[src/rtl/y_fetch_seq.sv]
// y_fetch_seq
//    Multi-cycle fetch sequencer. Holds the program counter, runs a
//    FETCH/EXEC handshake with instruction memory, handles interrupt
//    redirection with a saved PC, supports stall, and counts retired
//    instructions.
//
// Parameters
//    AW         PC / address width (8..32)
//    RESET_VEC  PC value after reset
//    CW         retired-instruction counter width
//
// Ports
//    clk, reset      clock, synchronous active-high reset
//    INT, entryPoint interrupt request and its vector
//    imm, jTarget    branch offset (words, sign-extended) and jump field
//    zero, branch,   branch/jump decode from the datapath
//    jump
//    stall           hold the current instruction in EXEC
//    mem_ready       instruction memory has the word at PC
//    PC, PCp4        current instruction address and PC+4
//    fetch_req       memory request (FETCH state)
//    ins_valid       instruction executes and commits (EXEC state)
//    epc             PC saved at the last interrupt
//    retired         completed-instruction count (wraps)

module y_fetch_seq #(
   parameter int unsigned AW        = 32,
   parameter int unsigned RESET_VEC = 128,
   parameter int unsigned CW        = 16
) (
   input  logic          clk,
   input  logic          reset,
   input  logic          INT,
   input  logic [AW-1:0] entryPoint,
   input  logic [31:0]   imm,
   input  logic [25:0]   jTarget,
   input  logic          zero,
   input  logic          branch,
   input  logic          jump,
   input  logic          stall,
   input  logic          mem_ready,
   output logic [AW-1:0] PC,
   output logic [AW-1:0] PCp4,
   output logic          fetch_req,
   output logic          ins_valid,
   output logic [AW-1:0] epc,
   output logic [CW-1:0] retired
);

   typedef enum logic [1:0] {
      S_RST   = 2'd0,
      S_FETCH = 2'd1,
      S_EXEC  = 2'd2
   } state_e;

   state_e        state_q;
   logic [AW-1:0] pc_q;
   logic [AW-1:0] epc_q;
   logic [CW-1:0] retired_q;
   logic          fetch_req_q;
   logic          ins_valid_q;

   logic [AW-1:0] pcp4;
   logic [31:0]   pcp4z;
   logic [31:0]   br_off;
   logic [31:0]   br_tgt;
   logic [31:0]   j_tgt;
   logic [AW-1:0] next_pc_d;

   assign pcp4 = pc_q + AW'(4);

   // Branch and jump targets are formed at 32 bits, then truncated to AW.
   always_comb begin
      pcp4z         = '0;
      pcp4z[AW-1:0] = pcp4;
   end

   assign br_off = imm << 2;
   assign br_tgt = pcp4z + br_off;
   assign j_tgt  = {pcp4z[31:28], jTarget, 2'b00};

   always_comb begin
      next_pc_d = pcp4;
      if (jump) begin
         next_pc_d = j_tgt[AW-1:0];
      end else if (branch && zero) begin
         next_pc_d = br_tgt[AW-1:0];
      end
   end

   // Outputs are registered alongside the state so they always decode the
   // state being entered; fetch_req and ins_valid are never both set.
   always_ff @(posedge clk) begin
      if (reset) begin
         state_q     <= S_RST;
         pc_q        <= AW'(RESET_VEC);
         epc_q       <= '0;
         retired_q   <= '0;
         fetch_req_q <= 1'b0;
         ins_valid_q <= 1'b0;
      end else if (INT) begin
         // Abandon whatever is in flight; it is not retired.
         epc_q       <= pc_q;
         pc_q        <= entryPoint;
         state_q     <= S_FETCH;
         fetch_req_q <= 1'b1;
         ins_valid_q <= 1'b0;
      end else begin
         case (state_q)
            S_RST: begin
               state_q     <= S_FETCH;
               fetch_req_q <= 1'b1;
               ins_valid_q <= 1'b0;
            end
            S_FETCH: begin
               if (mem_ready) begin
                  state_q     <= S_EXEC;
                  fetch_req_q <= 1'b0;
                  ins_valid_q <= 1'b1;
               end
            end
            S_EXEC: begin
               if (!stall) begin
                  pc_q        <= next_pc_d;
                  retired_q   <= retired_q + CW'(1);
                  state_q     <= S_FETCH;
                  fetch_req_q <= 1'b1;
                  ins_valid_q <= 1'b0;
               end
            end
            default: begin
               state_q     <= S_RST;
               fetch_req_q <= 1'b0;
               ins_valid_q <= 1'b0;
            end
         endcase
      end
   end

   assign PC        = pc_q;
   assign PCp4      = pcp4;
   assign fetch_req = fetch_req_q;
   assign ins_valid = ins_valid_q;
   assign epc       = epc_q;
   assign retired   = retired_q;

endmodule

[config.mk]
export PLATFORM = sky130hd
export DESIGN_NAME = y_fetch_seq
export DESIGN_NICKNAME = d
export VERILOG_FILES = /design/src/rtl/y_fetch_seq.sv
export SDC_FILE = /design/constraint.sdc
export NUM_CORES = 1
export LEC_CHECK = 0
export ABC_AREA = 1
export ABC_CLOCK_PERIOD_IN_PS = 5300
export CAP_MARGIN = 20
export CORE_MARGIN = 3
export CORE_UTILIZATION = 40
export CTS_CLUSTER_DIAMETER = 60
export DETAILED_ROUTE_END_ITERATION = 7
export HOLD_SLACK_MARGIN = 0.06
export PLACE_DENSITY = 0.71
export SLEW_MARGIN = 20
export SYNTH_ARGS = -nofsm -noshare
export SYNTH_HDL_FRONTEND = slang
export SYNTH_SLANG_ARGS = --single-unit
[constraint.sdc]
create_clock -name clk -period 5.3 [get_ports clk]
set_clock_uncertainty 0.1 [all_clocks]
set_input_delay 0.795 -clock clk [delete_from_list [all_inputs] [get_ports clk]]
set_output_delay 0.795 -clock clk [all_outputs]
set_load 0.02 [all_outputs]
Yosys cells after proc, flatten, opt, wreduce, memory -nomap -nowiden
Cells that the tools add are included.
{ "classes": {"eq_ne": 7, "div_mod_pow": 0, "addsub": 3, "mul": 0, "mux": 16, "n_shift": 0, "reduce_logical": 8, "bitwise_logic": 2, "n_lt_le_gt_ge": 0} }
{ "op_table": {"columns": ["op", "count"], "rows": [
  ["$mux 32", 5],
  ["$add 32x3->32 const B", 1],
  ["$add 32x32->32", 1],
  ["$add 16x1->16 const B", 1],
  ["$mux 1", 6],
  ["$ne 2x2->1 const B", 3],
  ["$ne 3x3->1 const B", 2],
  ["$pmux 2 s3", 1],
  ["$reduce_and 2->1", 3],
  ["$mux 2", 2],
  ["$pmux 1 s3", 1],
  ["$reduce_and 3->1", 1],
  ["$eq 2x1->1 const B", 1],
  ["$eq 2x2->1 const B", 1],
  ["$logic_not 2->1", 1],
  ["$not 1->1", 2],
  ["$pmux 1 s2", 1],
  ["$reduce_bool 2->1", 1],
  ["$reduce_or 2->1", 1],
  ["$logic_and 1x1->1", 1]
]} }
{ "totals": {"mem_bits_rw": 0, "latchBits": 0, "memories": 0, "romBits": 0, "output_inout_bits": 114, "input_bits": 98, "regBits": 84} }

Depth between registers and ports, before layout
{ "depth": {"ltp_word": 7, "ltp_mapped": 24, "mapped_depth_nobuf": 24} }

Worst setup path after synthesis
No wires, ideal clock.
{ "synth_path": {"kind": "register -> register", "from": "register pc_q[2], in the netlist PC[2]", "to": "register pc_q[29], in the netlist PC[29]", "required_time_ps": 5068, "arrival_time_ps": 3099, "slack_ps": 1968, "path_stages_with_launch": 21, "setup_ps": 132, "n_path_buf": 0, "path_cell_list": "dfxtp_1 ha_1 nand2_1 nor2_1 inv_1 nor2_2 nand2_1 xor2_1 ha_1 nand2_1 inv_1 a21oi_1 nor2_1 nor2_1 nor2_1 nor2_1 nand2_1 nand2_1 nand3_1 nand2_1 a21oi_1"} }
{ "synth_between": {"elab_chain_cells": 7} }
{ "synth_rtl": {"columns": ["element", "line", "text"], "rows": [
  ["start, declared", "57", "logic [AW-1:0] pc_q;"],
  ["start signal, assigned", "96", "pc_q <= AW'(RESET_VEC);"],
  ["start signal, assigned", "104", "pc_q <= entryPoint;"],
  ["start signal, assigned", "124", "pc_q <= next_pc_d;"],
  ["$add 32x3->32", "70", "assign pcp4 = pc_q + AW'(4);"],
  ["via PCp4[16]", "43", "output logic [AW-1:0] PCp4,"],
  ["$add 32x32->32", "79", "assign br_tgt = pcp4z + br_off;"],
  ["$mux 32", "86", "end else if (branch && zero) begin"],
  ["$mux 32", "84", "if (jump) begin"],
  ["$mux 32", "123", "if (!stall) begin"],
  ["$mux 32", "109", "case (state_q)"],
  ["$mux 32", "101", "end else if (INT) begin"]
]} }
The timed path passes the listed nets, and every way through them passes these cells. The select of a mux whose other input is x is not followed.
A chain may end at the register's enable or synchronous reset.

Worst setup path in the final report
{ "layout_path": {"from": "register pc_q[2], in the netlist PC[2]", "to": "register pc_q[21], in the netlist PC[21]"} }
{ "layout_between": {"elab_chain_cells": 7} }
{ "layout_rtl": {"columns": ["element", "line"], "rows": [
  ["$add 32x3->32 *", "70"],
  ["$add 32x32->32", "79"],
  ["$mux 32 *", "86"],
  ["$mux 32 *", "84"],
  ["$mux 32 *", "123"],
  ["$mux 32 *", "109"],
  ["$mux 32 *", "101"]
]} }
Mark *: on every way between the ends. The rest lies on a longest branch, timed or not. The select of a mux whose other input is x is not followed.

==> results.toml <==
[placement]
numPortBuffers = 209
globalplace.congestion = 0.962
place_area_sq_um = 9120
dp.cells = 1559
dp_worst_setup_slack_ns = 1.52
hpwlAfterDp_mm = 21.4

[timing]
slew_violations = 0
fin_crit_sh_pct = 73.3
worstMarginPinSlew_ns = 0.884
max_slew_margin_pct = 40.9
finalCriticalPeriod_ns = 3.89
setup_tns_ns = 0
rsz0062_at_grt = "no"
hold_viol = 0
worst_slack_ns = 1.41
max_freq_ghz = 0.257
finalSetupViolCount = 0

[grt]
grt_pass1_wl_mm = 41.1
antenna_found_initial = 0
grt-ovfl-total = 0
grt_max_degree = 74
track_usage_pct = 28.2
grt_pass1_vias = 7709

[synth]
yosys-top-cells-area = "dfxtp_1, nand2_1, inv_1"
yosys_warnings = 0
synth_edf_count = 0
synth_cell_types = 48
synth.avg_cell_area_sq_um = 5.92
ys_seq_elements = 82
yosys_most_used_dff = "dfxtp_1"
synth_top_area_cell = "dfxtp_1"
async_reset_ff_share_pct = 0
netlist_instances = 1158
yosysSeqAreaShare_pct = 24.0
syn-cell-area_sq_um = 6850
synth_top_cell_area_share_pct = 24.0
synth_nets = 1294

[setup_path]
start_kind = "flip-flop"
cp-end-kind = "flip-flop"
crit_chain = "ha_1 > nand2_1 > nor2_1 > inv_1 > nor2_2 > xor2_1 > ha_1 > nand2_1 > inv_1 > a21oi_1 > nand2_1 > nand2_1 > nand2_1 > nand2_1 > nand2_1 > nand2_1 > nand3_1 > nand3_1 > nand2_1 > a21oi_1"
r2r_slack_ns = 1.41
crit_path_frequent_cell = "nand2_1"
crit_arrival_ns = 4.05
reg2reg_from = "PC[2]"
crit_slowest_cell = "xor2_1"
r2r_end = "PC[21]"
critPathMaxFanout = 7
required_ns = 5.47
rr_worst_depth = 20
cpPeakStageDelay_ns = 0.55
worstSetupPathType = "flip-flop to flip-flop"

[layout]
final_common_cell = "nand2_1"
utilization_pct = 56.5
nets = 1486
drive_gt1_share_pct = 4.58
finalInstanceArea_sq_um = 9430
diodes = 0
final_cell_mix = "nand2_1, clkdlybuf4s50_1, inv_1, nor2_1, a21oi_1"
syn2layout_area_growth_pct = 37.6
fin_cells = 1575

[drt]
post_drt_wl_per_cell_um = 17.2
dr_total_vias = 8164
firstDrtPassIters = 6
viasPerCell = 5.18
drt_iter0_drc = 539
ant_nets = 0
wl_mm = 27.1
remaining_drc_errors = 0

[die]
row_count = 47
dieHeight_um = 137
ioPinCount = 212
die_area_sq_um = 18700
initial_core_util_pct = 41.0
core_sq_um = 16700
fp.dieW_um = 137

[clock_tree]
cts_hold_buf = 0
cts_tree = "yes"
root_buffer = "clkbuf_16"
htreeDepth = 3
cts_max_path_buffers = 2
cts_resized = 0
clock-sinks = 82
clk_latency_ns = 0.35
cts_setup_buffers = 0
cts_buffers = 9
path_clk_slew_ns = 0.07

[power_and_ir_drop]
switchingPower_mw = 0.705
clockPowerShare_pct = 33.0
p_int_mw = 1.29
total_leakage_power_nw = 4.32
sw_frac_of_total_pct = 35.3
pwr-share-seq_pct = 34.7
p_per_area_nw_per_um2 = 212
p_comb_share_pct = 32.3
vdd_drop_max_mv = 0.165

[job]
drv_cap = 0

[worst_hold_path]
hold_depth = 2
min-delay-start = "retired[15]"
hold_end = "retired[15]"
min_path_type = "flip-flop to flip-flop"

[status]
run_status = "complete, no violations"
==> cells in the mapped netlist, types with 10 or more instances <==
master,n
nand4_1,14
nand2_1,328
inv_1,159
xor2_1,18
nor3_1,17
nand3_1,76
o21ai_0,72
or2_2,10
clkbuf_1,24
ha_1,37
dfxtp_1,82
a21oi_1,87
nor2_1,137
==> per-stage QoR <==
stage / total power, mW / hold WS (ns)
final: 2.00 / 0.366
after global routing: 2.09 / 0.400
after CTS: 2.00 / 0.370
after detailed placement: 1.34 / 0.360
after global placement: 1.34 / 0.352
after floorplan: 1.05 / 0.437
==> metal layers <==
metal | part of all wire (%) | up-vias | track usage (%) | wire length (um)
met3 | 7.5 | 40 | 4.63 | 2040
met1 | 43 | 3679 | 37.3 | 11800
met2 | 47 | 335 | 47.8 | 12700
met4 | 2.1 | 0 | 7.32 | 574
met5 | 0 | - | 0 | 0
li1 | - | 4110 | - | -
==> worst max path at each step <==
stage | slack (ns) | endpoint | cells after the start | startpoint
final | 1.41 | PC[21] | 20 | PC[2]
after global routing | 1.13 | PC[29] | 20 | PC[2]
after CTS | 1.51 | PCp4[8] | 7 | PC[2]
after detailed placement | 1.52 | PC[3] | 7 | stall
after global placement | 1.51 | PC[3] | 7 | stall
after floorplan | 1.97 | PC[29] | 20 | PC[2]
==> state kept, by name, summed over array words and instances, names as in the netlist <==
name,count
ins_valid,1
PC,32
epc,32
fetch_req,1
retired,16
==> layout make-up <==
cell class / count / area, sq um
Clock buffer: 9 / 225
Clock inverter: 7 / 81.3
Fill cell: 1731 / 7270
Inverter: 165 / 619
Multi-Input combinational cell: 877 / 4460
Sequential cell: 82 / 1640
Tap cell: 220 / 275
Timing Repair Buffer: 215 / 2130
==> worst max-delay path, delay by kind of cell (launching register included) <==
kind / cells / cell delay (ns)
AO/OA/AOI/OAI: 2 / 0.26
XOR/XNOR: 1 / 0.55
adder cells (fa/ha/maj): 2 / 0.70
buffers and inverters: 2 / 0.14
flip-flops: 1 / 0.51
AND/OR/NAND/NOR: 13 / 1.54
==> cells by family after synthesis <==
kind of cell | count (synthesis) | share of synthesized area, %
compound gates | 200 | 16.0
xor+xnor | 21 | 2.79
fa+ha+maj | 38 | 7.05
buf+inv | 199 | 11.0
flops | 82 | 24.0
simple gates | 618 | 39.2
==> power by group through the flow <==
stage | clock (mW) | combinational (mW) | sequential (mW)
2_1_floorplan | 0 | 0.325 | 0.730
3_3_place_gp | 0 | 0.635 | 0.705
3_5_place_dp | 0 | 0.640 | 0.705
4_1_cts | 0.665 | 0.644 | 0.692
5_1_grt | 0.686 | 0.708 | 0.697
6_report | 0.657 | 0.645 | 0.693
Power figures use the tool's default switching activity.
